`src/rtl/npp_pkg.sv`:
```
// Shared encodings, BTB entry layout and counter helper for the next-PC predictor.
package npp_pkg;

    localparam int unsigned KIND_W = 2;

    localparam logic [KIND_W-1:0] KIND_BR   = 2'd0;
    localparam logic [KIND_W-1:0] KIND_J    = 2'd1;
    localparam logic [KIND_W-1:0] KIND_CALL = 2'd2;
    localparam logic [KIND_W-1:0] KIND_RET  = 2'd3;

    // Entry fields are sized for the widest supported configuration; narrower
    // instances zero-extend on write, so the unused upper bits stay constant.
    localparam int unsigned NPP_MAX_ADDR_W = 64;
    localparam int unsigned NPP_MAX_CTR_W  = 8;

    typedef struct packed {
        logic                      valid;
        logic [KIND_W-1:0]         kind;
        logic [NPP_MAX_CTR_W-1:0]  ctr;
        logic [NPP_MAX_ADDR_W-1:0] tag;
        logic [NPP_MAX_ADDR_W-1:0] target;
    } btb_entry_t;

    // Saturating +/-1 step bounded by [0, ctr_max].
    function automatic logic [NPP_MAX_CTR_W-1:0] ctr_step(
        input logic [NPP_MAX_CTR_W-1:0] ctr,
        input logic                     up,
        input logic [NPP_MAX_CTR_W-1:0] ctr_max
    );
        if (up) begin
            return (ctr == ctr_max) ? ctr : ctr + NPP_MAX_CTR_W'(1);
        end
        return (ctr == '0) ? ctr : ctr - NPP_MAX_CTR_W'(1);
    endfunction

endpackage

```
`src/rtl/branch_target_calc.sv`:
```
// Combinational resolution of a control-flow instruction: real target, outcome and next PC.
module branch_target_calc
    import npp_pkg::*;
#(
    parameter int unsigned ADDR_W = 32
) (
    input  logic [ADDR_W-1:0] PC_Plus4,
    input  logic [31:0]       Instruction,
    input  logic [ADDR_W-1:0] RegValue,
    input  logic              Branch,
    input  logic              Jump,
    input  logic              JumpReg,
    input  logic              Taken,
    output logic [ADDR_W-1:0] Target,
    output logic              ActualTaken,
    output logic [ADDR_W-1:0] ActualNext
);

    logic [ADDR_W-1:0] br_target_c;
    logic [ADDR_W-1:0] j_target_c;
    logic              unused_opcode_c;

    assign br_target_c = PC_Plus4 + {{(ADDR_W-18){Instruction[15]}}, Instruction[15:0], 2'b00};
    assign j_target_c  = {PC_Plus4[ADDR_W-1:28], Instruction[25:0], 2'b00};

    // Register targets take priority; otherwise the encoding decides.
    always_comb begin
        Target = j_target_c;
        if (JumpReg) begin
            Target = RegValue;
        end else if (Branch) begin
            Target = br_target_c;
        end
    end

    assign ActualTaken = Jump | (Branch & Taken);
    assign ActualNext  = ActualTaken ? Target : PC_Plus4 + ADDR_W'(4);

    assign unused_opcode_c = ^Instruction[31:26];

endmodule

```
`src/rtl/next_pc_predictor.sv`:
```
// Next-fetch-address predictor: BTB + saturating counters + RAS, with resolve-time
// update, registered redirect on mispredict and lookup/mispredict statistics.
module next_pc_predictor
    import npp_pkg::*;
#(
    parameter int unsigned ADDR_W      = 32,
    parameter int unsigned BTB_ENTRIES = 16,
    parameter int unsigned CTR_W       = 2,
    parameter int unsigned RAS_DEPTH   = 4,
    parameter int unsigned STAT_W      = 32
) (
    input  logic              CLK,
    input  logic              RESET,
    input  logic              Fetch_Valid,
    input  logic [ADDR_W-1:0] Fetch_PC,
    output logic              Pred_Taken,
    output logic [ADDR_W-1:0] Pred_Target,
    input  logic              Res_Valid,
    input  logic [1:0]        Res_Kind,
    input  logic              Res_JumpReg,
    input  logic [ADDR_W-1:0] Res_PC_Plus4,
    input  logic [31:0]       Res_Instruction,
    input  logic [ADDR_W-1:0] Res_RegValue,
    input  logic              Res_Taken,
    input  logic              Res_Pred_Taken,
    input  logic [ADDR_W-1:0] Res_Pred_Target,
    output logic              Redirect_Valid,
    output logic [ADDR_W-1:0] Redirect_PC,
    output logic [STAT_W-1:0] Stat_Lookups,
    output logic [STAT_W-1:0] Stat_Mispredicts
);

    localparam int unsigned IDX_W     = $clog2(BTB_ENTRIES);
    localparam int unsigned TAG_W     = ADDR_W - IDX_W - 2;
    localparam int unsigned RAS_PTR_W = (RAS_DEPTH > 1) ? $clog2(RAS_DEPTH) : 1;
    localparam int unsigned RAS_CNT_W = $clog2(RAS_DEPTH + 1);

    localparam logic [NPP_MAX_CTR_W-1:0] CTR_WEAK = NPP_MAX_CTR_W'(1) << (CTR_W - 1);
    localparam logic [NPP_MAX_CTR_W-1:0] CTR_MAX  = NPP_MAX_CTR_W'((1 << CTR_W) - 1);

    btb_entry_t        btb_q [BTB_ENTRIES];
    btb_entry_t        btb_d [BTB_ENTRIES];
    logic [ADDR_W-1:0] ras_q [RAS_DEPTH];
    logic [ADDR_W-1:0] ras_d [RAS_DEPTH];
    logic [RAS_PTR_W-1:0] ras_ptr_q, ras_ptr_d;
    logic [RAS_CNT_W-1:0] ras_cnt_q, ras_cnt_d;
    logic              redir_valid_q, redir_valid_d;
    logic [ADDR_W-1:0] redir_pc_q, redir_pc_d;
    logic [STAT_W-1:0] stat_lookups_q, stat_lookups_d;
    logic [STAT_W-1:0] stat_mis_q, stat_mis_d;

    logic [RAS_PTR_W-1:0] ras_top_idx_c;
    logic [RAS_PTR_W-1:0] ras_ptr_inc_c;

    assign ras_top_idx_c = (ras_ptr_q == '0) ? RAS_PTR_W'(RAS_DEPTH - 1) : ras_ptr_q - RAS_PTR_W'(1);
    assign ras_ptr_inc_c = (ras_ptr_q == RAS_PTR_W'(RAS_DEPTH - 1)) ? '0 : ras_ptr_q + RAS_PTR_W'(1);

    // Fetch-side lookup against the registered tables only.
    logic [IDX_W-1:0]  f_idx_c;
    logic [TAG_W-1:0]  f_tag_c;
    btb_entry_t        f_ent_c;
    logic              f_hit_c;
    logic              pred_taken_c;
    logic [ADDR_W-1:0] pred_target_c;

    assign f_idx_c = Fetch_PC[IDX_W+1:2];
    assign f_tag_c = Fetch_PC[ADDR_W-1:IDX_W+2];
    assign f_ent_c = btb_q[f_idx_c];
    assign f_hit_c = f_ent_c.valid && (f_ent_c.tag == NPP_MAX_ADDR_W'(f_tag_c));

    always_comb begin
        pred_taken_c  = 1'b0;
        pred_target_c = Fetch_PC + ADDR_W'(4);
        if (f_hit_c) begin
            pred_taken_c = (f_ent_c.kind == KIND_BR) ? f_ent_c.ctr[CTR_W-1] : 1'b1;
            if (pred_taken_c) begin
                if (f_ent_c.kind == KIND_RET && ras_cnt_q != '0) begin
                    pred_target_c = ras_q[ras_top_idx_c];
                end else begin
                    pred_target_c = ADDR_W'(f_ent_c.target);
                end
            end
        end
    end

    assign Pred_Taken  = pred_taken_c;
    assign Pred_Target = pred_target_c;

    // Resolve side: the entry is addressed by the instruction's own PC.
    logic [ADDR_W-1:0] res_pc_c;
    logic [IDX_W-1:0]  r_idx_c;
    logic [TAG_W-1:0]  r_tag_c;
    btb_entry_t        r_ent_c;
    logic              r_hit_c;
    logic              is_br_c;
    logic [ADDR_W-1:0] act_target_c;
    logic              act_taken_c;
    logic [ADDR_W-1:0] act_next_c;
    logic              mispredict_c;
    logic              unused_pc_lsb_c;

    assign res_pc_c = Res_PC_Plus4 - ADDR_W'(4);
    assign r_idx_c  = res_pc_c[IDX_W+1:2];
    assign r_tag_c  = res_pc_c[ADDR_W-1:IDX_W+2];
    assign r_ent_c  = btb_q[r_idx_c];
    assign r_hit_c  = r_ent_c.valid && (r_ent_c.tag == NPP_MAX_ADDR_W'(r_tag_c));
    assign is_br_c  = (Res_Kind == KIND_BR);

    assign unused_pc_lsb_c = ^{Fetch_PC[1:0], res_pc_c[1:0]};

    branch_target_calc #(
        .ADDR_W (ADDR_W)
    ) u_calc (
        .PC_Plus4    (Res_PC_Plus4),
        .Instruction (Res_Instruction),
        .RegValue    (Res_RegValue),
        .Branch      (is_br_c),
        .Jump        (!is_br_c),
        .JumpReg     (Res_JumpReg),
        .Taken       (Res_Taken),
        .Target      (act_target_c),
        .ActualTaken (act_taken_c),
        .ActualNext  (act_next_c)
    );

    assign mispredict_c = Res_Valid &&
                          ((Res_Pred_Taken != act_taken_c) ||
                           (act_taken_c && (Res_Pred_Target != act_target_c)));

    // Next-state for tables, RAS, redirect and statistics.
    always_comb begin
        btb_d          = btb_q;
        ras_d          = ras_q;
        ras_ptr_d      = ras_ptr_q;
        ras_cnt_d      = ras_cnt_q;
        redir_valid_d  = mispredict_c;
        redir_pc_d     = mispredict_c ? act_next_c : redir_pc_q;
        stat_lookups_d = stat_lookups_q + STAT_W'(Fetch_Valid);
        stat_mis_d     = stat_mis_q + STAT_W'(mispredict_c);

        if (Res_Valid) begin
            if (r_hit_c) begin
                if (is_br_c) begin
                    btb_d[r_idx_c].ctr = ctr_step(r_ent_c.ctr, Res_Taken, CTR_MAX);
                end
                btb_d[r_idx_c].target = NPP_MAX_ADDR_W'(act_target_c);
                btb_d[r_idx_c].kind   = Res_Kind;
            end else if (act_taken_c) begin
                btb_d[r_idx_c] = '{valid:  1'b1,
                                   kind:   Res_Kind,
                                   ctr:    CTR_WEAK,
                                   tag:    NPP_MAX_ADDR_W'(r_tag_c),
                                   target: NPP_MAX_ADDR_W'(act_target_c)};
            end

            // A full stack wraps onto its oldest slot, so the count saturates.
            if (Res_Kind == KIND_CALL) begin
                ras_d[ras_ptr_q] = Res_PC_Plus4 + ADDR_W'(4);
                ras_ptr_d        = ras_ptr_inc_c;
                if (ras_cnt_q != RAS_CNT_W'(RAS_DEPTH)) begin
                    ras_cnt_d = ras_cnt_q + RAS_CNT_W'(1);
                end
            end else if (Res_Kind == KIND_RET && ras_cnt_q != '0) begin
                ras_ptr_d = ras_top_idx_c;
                ras_cnt_d = ras_cnt_q - RAS_CNT_W'(1);
            end
        end
    end

    always_ff @(posedge CLK or negedge RESET) begin
        if (!RESET) begin
            btb_q          <= '{default: '0};
            ras_q          <= '{default: '0};
            ras_ptr_q      <= '0;
            ras_cnt_q      <= '0;
            redir_valid_q  <= 1'b0;
            redir_pc_q     <= '0;
            stat_lookups_q <= '0;
            stat_mis_q     <= '0;
        end else begin
            btb_q          <= btb_d;
            ras_q          <= ras_d;
            ras_ptr_q      <= ras_ptr_d;
            ras_cnt_q      <= ras_cnt_d;
            redir_valid_q  <= redir_valid_d;
            redir_pc_q     <= redir_pc_d;
            stat_lookups_q <= stat_lookups_d;
            stat_mis_q     <= stat_mis_d;
        end
    end

    assign Redirect_Valid   = redir_valid_q;
    assign Redirect_PC      = redir_pc_q;
    assign Stat_Lookups     = stat_lookups_q;
    assign Stat_Mispredicts = stat_mis_q;

endmodule
```
`config.mk`:
```
export PLATFORM = sky130hd
export DESIGN_NAME = next_pc_predictor
export DESIGN_NICKNAME = d
export VERILOG_FILES = /design/src/rtl/npp_pkg.sv /design/src/rtl/branch_target_calc.sv /design/src/rtl/next_pc_predictor.sv
export SDC_FILE = /design/constraint.sdc
export NUM_CORES = 2
export LEC_CHECK = 0
export ABC_AREA = 1
export CORE_MARGIN = 3
export CORE_UTILIZATION = 35
export CTS_BUF_LIST = sky130_fd_sc_hd__clkbuf_16
export DETAILED_ROUTE_END_ITERATION = 10
export PLACE_DENSITY_LB_ADDON = 0.3
export SETUP_SLACK_MARGIN = 0.15
export SLEW_MARGIN = 20
export SYNTH_ARGS = -nofsm -noshare
export SYNTH_HDL_FRONTEND = slang
export SYNTH_SLANG_ARGS = --single-unit
export TNS_END_PERCENT = 5
```
`constraint.sdc`:
```
create_clock -name CLK -period 4 [get_ports CLK]
set_input_delay 0.8 -clock CLK [delete_from_list [all_inputs] [get_ports CLK]]
set_output_delay 0.8 -clock CLK [all_outputs]
set_load 0.02 [all_outputs]
```
==> metrics list <==
- Final hold analysis gives a worst-case slack of 0.463 ns.
* Kind of critical path: input port to primary output
- STA classifies the critical path endpoint as a primary output.
- Summed over all nets, the half-perimeter wirelength after detailed placement is 210000 µm.
- The worst setup path is launched from an input port.
* Cell leakage power: 48.1 nW
- Flip-flop and latch count after synthesis: 1334
* Period Utilization, post-route: 1.12
- Count of max-cap constraint violations: 0
- Deepest clock path buffer count: 3
* Maximum number of pins on one net before global-route repair: 199
- Post-synthesis async set-or-reset flop share: 1.00
- Status: finished, violations left
- In the synthesized netlist the dominant register cell turns out to be sky130_fd_sc_hd__dfrtp_1.
- Final Non-Filler Cells: 14400
* Horizontal extent of the die: 466 µm
* Routed length per placed instance: 22.1 µm
- Violated checks: negative setup slack
* # placed instances: 14000
- For this configuration, the core starts out at a cell density of 0.352.
- Cell area after synthesis: 0.0740 mm²
- Based on the critical path, the design can be clocked at up to 0.223 GHz.
* Routability congestion estimate: 0.937
* Clock latency reported for the late side of the worst-skew pair: 0.84 ns
- In this run the critical register-to-register path is captured at btb_q[1755].
- Number of antenna violations at the first check in global routing: 8
- For this run, the register share of the synthesized area comes to 0.451.
- Area of the die: 0.217 mm²
- After the last flow step, the layout net total stands at 11700.
- Area growth from synthesis to layout: 32.8%
* Overall overflow remaining after global route: 0
- Clock-pin slew was measured on the worst setup and hold paths at 0.05 ns.
- Data on the critical path arrives at its endpoint at 3.68 ns.
- The routed layout has 78000 vias.
- Vias in the first global route: 74100
* Final count of pins violating max slew: 0
- For this run, the detailed router's first-pass iteration total came to 6.
- Transition time of the tightest slew-check pin: 1.07 ns
* Time the worst path needs with I/O delays and setup: 4.48 ns
- Cell Rows: 168
* Cell depth of the worst flop-to-flop path: 20
- Synthesized netlist net count: 10700
* Via-per-instance ratio: 5.42
* Setup slack of the critical path after layout: -0.484 ns
* GRT Total Usage: 0.280
* Count of port buffers added during placement: 292
* Kind of path behind the tightest hold check: flip-flop to flip-flop
- Count of filler cells inserted in the layout: 20400
- Across the routed clock network, the largest skew measured is 0.0632 ns.
- Slew Limit Headroom: 0.284
* Required time at the endpoint of the critical path: 3.20 ns
* Crit path to: Pred_Target[28]
* Layout cells sized above 1: 0.181
- Clock tree from TritonCTS: built
- Placeable core region: 0.210 mm²
- CTS HTree Levels: 4
* Hold violation count in the final report: 0
* Number of nets with antenna violations after detailed routing: 0
- Buffers inserted during clock tree synthesis total 156.
- For this design the top-level I/O count stands at 299.
- After the first detailed-routing iteration, the DRC count stood at 8425.
- Each instance of the synthesized netlist takes up on average 7.05 µm².
- For flop-to-flop paths, the worst setup slack is 0.83 ns.
- From bottom edge to top edge, the die measures 466 µm.
- Sequential cell area: 0.0334 mm²
* Critical Path Source: Fetch_PC[2]
- Drt total wl: 318000 µm
- Number of sinks handled by clock tree synthesis: 1334
- Along the worst path, the maximum fanout reaches 16.
- Global-route wire length before repair: 469000 µm
- Counting every instance in the synthesized netlist gives 10500.
* Remaining DRCs: 0
- During synthesis, Yosys emitted a total of 0 warnings.
- Prior to clock tree synthesis, the placed netlist has a worst setup slack of -1.86 ns.
* Count of cell types in the netlist: 52
- RSZ-0062 raised after global routing: yes
- Tot Pwr: 0.0466 W
* Worst r2r src: btb_q[2030]
- Cell chosen for the clock root: sky130_fd_sc_hd__clkbuf_16
* Number of flops mapped to enable cells by yosys: 0
* Worst supply voltage drop on vdd: 0.467 mV
- Setup-violating endpoint count in the final report: 46
- The worst hold path passes through 2 cells.
- Total power density per cell area: 474 mW/mm²
* Combined area of the multi-input logic cells: 0.0381 mm²
worst min-delay path by stage:
| stage | start | end | slack, ns |
|---|---|---|---|
| after floorplan | btb_q[1945] | btb_q[1945] | 0.43 |
| after global placement | btb_q[833] | btb_q[833] | 0.44 |
| after detailed placement | btb_q[826] | btb_q[826] | 0.45 |
| after CTS | btb_q[1389] | btb_q[1389] | 0.47 |
| after global routing | btb_q[1389] | btb_q[1389] | 0.48 |
| final | btb_q[2080] | btb_q[2080] | 0.46 |
registers in the layout, indices dropped and copies added, names as in the netlist:
register / cells
ras_ptr_q: 2
ras_cnt_q: 3
btb_q: 1104
Stat_Mispredicts: 32
Redirect_Valid: 1
Stat_Lookups: 32
Redirect_PC: 32
ras_q: 128
layer usage:
metal | track usage | share of wire
met5 | 0 | 0.000041
met4 | 0.123 | 0.052
met3 | 0.0494 | 0.099
met2 | 0.437 | 0.44
met1 | 0.382 | 0.41
critical path, stage by stage:
cell and delay, ns:
sky130_fd_sc_hd__bufbuf_16 0.26, sky130_fd_sc_hd__buf_12 0.13, sky130_fd_sc_hd__bufbuf_16 0.29, sky130_fd_sc_hd__o21ai_0 0.16, sky130_fd_sc_hd__o211ai_1 0.13, sky130_fd_sc_hd__o211ai_1 0.14, sky130_fd_sc_hd__nand3_2 0.20, sky130_fd_sc_hd__a21oi_2 0.22
sky130_fd_sc_hd__nand3_2 0.14, sky130_fd_sc_hd__nor2_4 0.14, sky130_fd_sc_hd__nand3_4 0.10, sky130_fd_sc_hd__nor2_4 0.23, sky130_fd_sc_hd__buf_6 0.16, sky130_fd_sc_hd__buf_6 0.11, sky130_fd_sc_hd__buf_16 0.13, sky130_fd_sc_hd__nand2_2 0.06
sky130_fd_sc_hd__o21ai_2 0.07, sky130_fd_sc_hd__inv_1 0.06, sky130_fd_sc_hd__buf_6 0.13
metrics by stage:
step | setup TNS, ns | util | instance area [µm²]
6_report | -15.23 | 0.468 | 98300
5_1_grt | -21.97 | 0.468 | 98300
4_1_cts | -13.26 | 0.461 | 96800
3_5_place_dp | -1506.81 | 0.424 | 89000
3_3_place_gp | -1473.11 | 0.424 | 89000
2_1_floorplan | -160.23 | - | 74900
kinds of logic (layout without fill, tap and decap cells):
family / count (synthesis) / after routing / share of synthesized area
DFF: 1334 / 1334 / 0.451
muxes: 19 / 19 / 0.00289
AOI/OAI and AO/OA: 2028 / 2028 / 0.145
other: 0 / 5 / 0
adders and majority gates: 47 / 47 / 0.00815
xor gates and xnor gates: 151 / 151 / 0.0183
buffers and inverters: 1249 / 2347 / 0.0675
and+or+nand+nor: 5669 / 5669 / 0.307
area by class of cell:
class                      count  area share
inverter                     538      0.0217
timing repair buffer        1525       0.164
clock buffer                 159      0.0405
clock inverter               123      0.0101
sequential                  1334       0.340
multi-input combinational   7914       0.388
antenna                        5    0.000127
timing repair inverter         2    0.000229
tap                         2805      0.0357
report_power, final:
| group | total [W] | switching [W] | internal [W] |
|---|---|---|---|
| Clock | 0.0141 | 0.00624 | 0.00790 |
| Sequential | 0.0190 | 0.00206 | 0.0170 |
| Combinational | 0.0134 | 0.00803 | 0.00539 |
synth_stat cells (all sizes together), types with 48 or more instances:
cell | count | area share
nor2 | 914 | 0.048
nand4 | 97 | 0.0082
dfrtp | 1334 | 0.45
buf | 200 | 0.014
o22ai | 128 | 0.011
nand2 | 3915 | 0.20
nor3 | 48 | 0.0032
o21ai | 1447 | 0.098
o211ai | 67 | 0.0068
inv | 516 | 0.026
clkbuf | 511 | 0.026
nand3 | 632 | 0.043
xor2 | 118 | 0.014
a21oi | 308 | 0.021
cell usage in the layout, fill, tap and decap left out, types with 39 or more instances in the layout:
| cell type | n |
|---|---|
| sky130_fd_sc_hd__nand4_1 | 97 |
| sky130_fd_sc_hd__inv_1 | 501 |
| sky130_fd_sc_hd__buf_12 | 228 |
| sky130_fd_sc_hd__clkbuf_16 | 174 |
| sky130_fd_sc_hd__o211ai_1 | 67 |
| sky130_fd_sc_hd__clkdlybuf4s50_1 | 205 |
| sky130_fd_sc_hd__nor2_4 | 39 |
| sky130_fd_sc_hd__buf_6 | 108 |
| sky130_fd_sc_hd__o22ai_1 | 127 |
| sky130_fd_sc_hd__o221ai_1 | 44 |
| sky130_fd_sc_hd__clkinv_1 | 48 |
| sky130_fd_sc_hd__nor2_1 | 846 |
| sky130_fd_sc_hd__nand3_2 | 55 |
| sky130_fd_sc_hd__nand2_1 | 3717 |
| sky130_fd_sc_hd__nand2_2 | 143 |
| sky130_fd_sc_hd__o21ai_1 | 47 |
| sky130_fd_sc_hd__nand2_4 | 40 |
| sky130_fd_sc_hd__buf_4 | 888 |
| sky130_fd_sc_hd__a21oi_1 | 283 |
| sky130_fd_sc_hd__xor2_1 | 114 |
| sky130_fd_sc_hd__o21ai_0 | 1369 |
| sky130_fd_sc_hd__dfrtp_1 | 1334 |
| sky130_fd_sc_hd__nand3_1 | 566 |
timing repair:
item                        CTS  global route
setup endpoints to repair  1166          1144
gates cloned                 16            19
setup buffers                96            26
pin swaps                   132           128
hold endpoints to repair     36             0
resized for setup           774           254
hold buffers                  1             0
(Power assumes the default switching activity.)
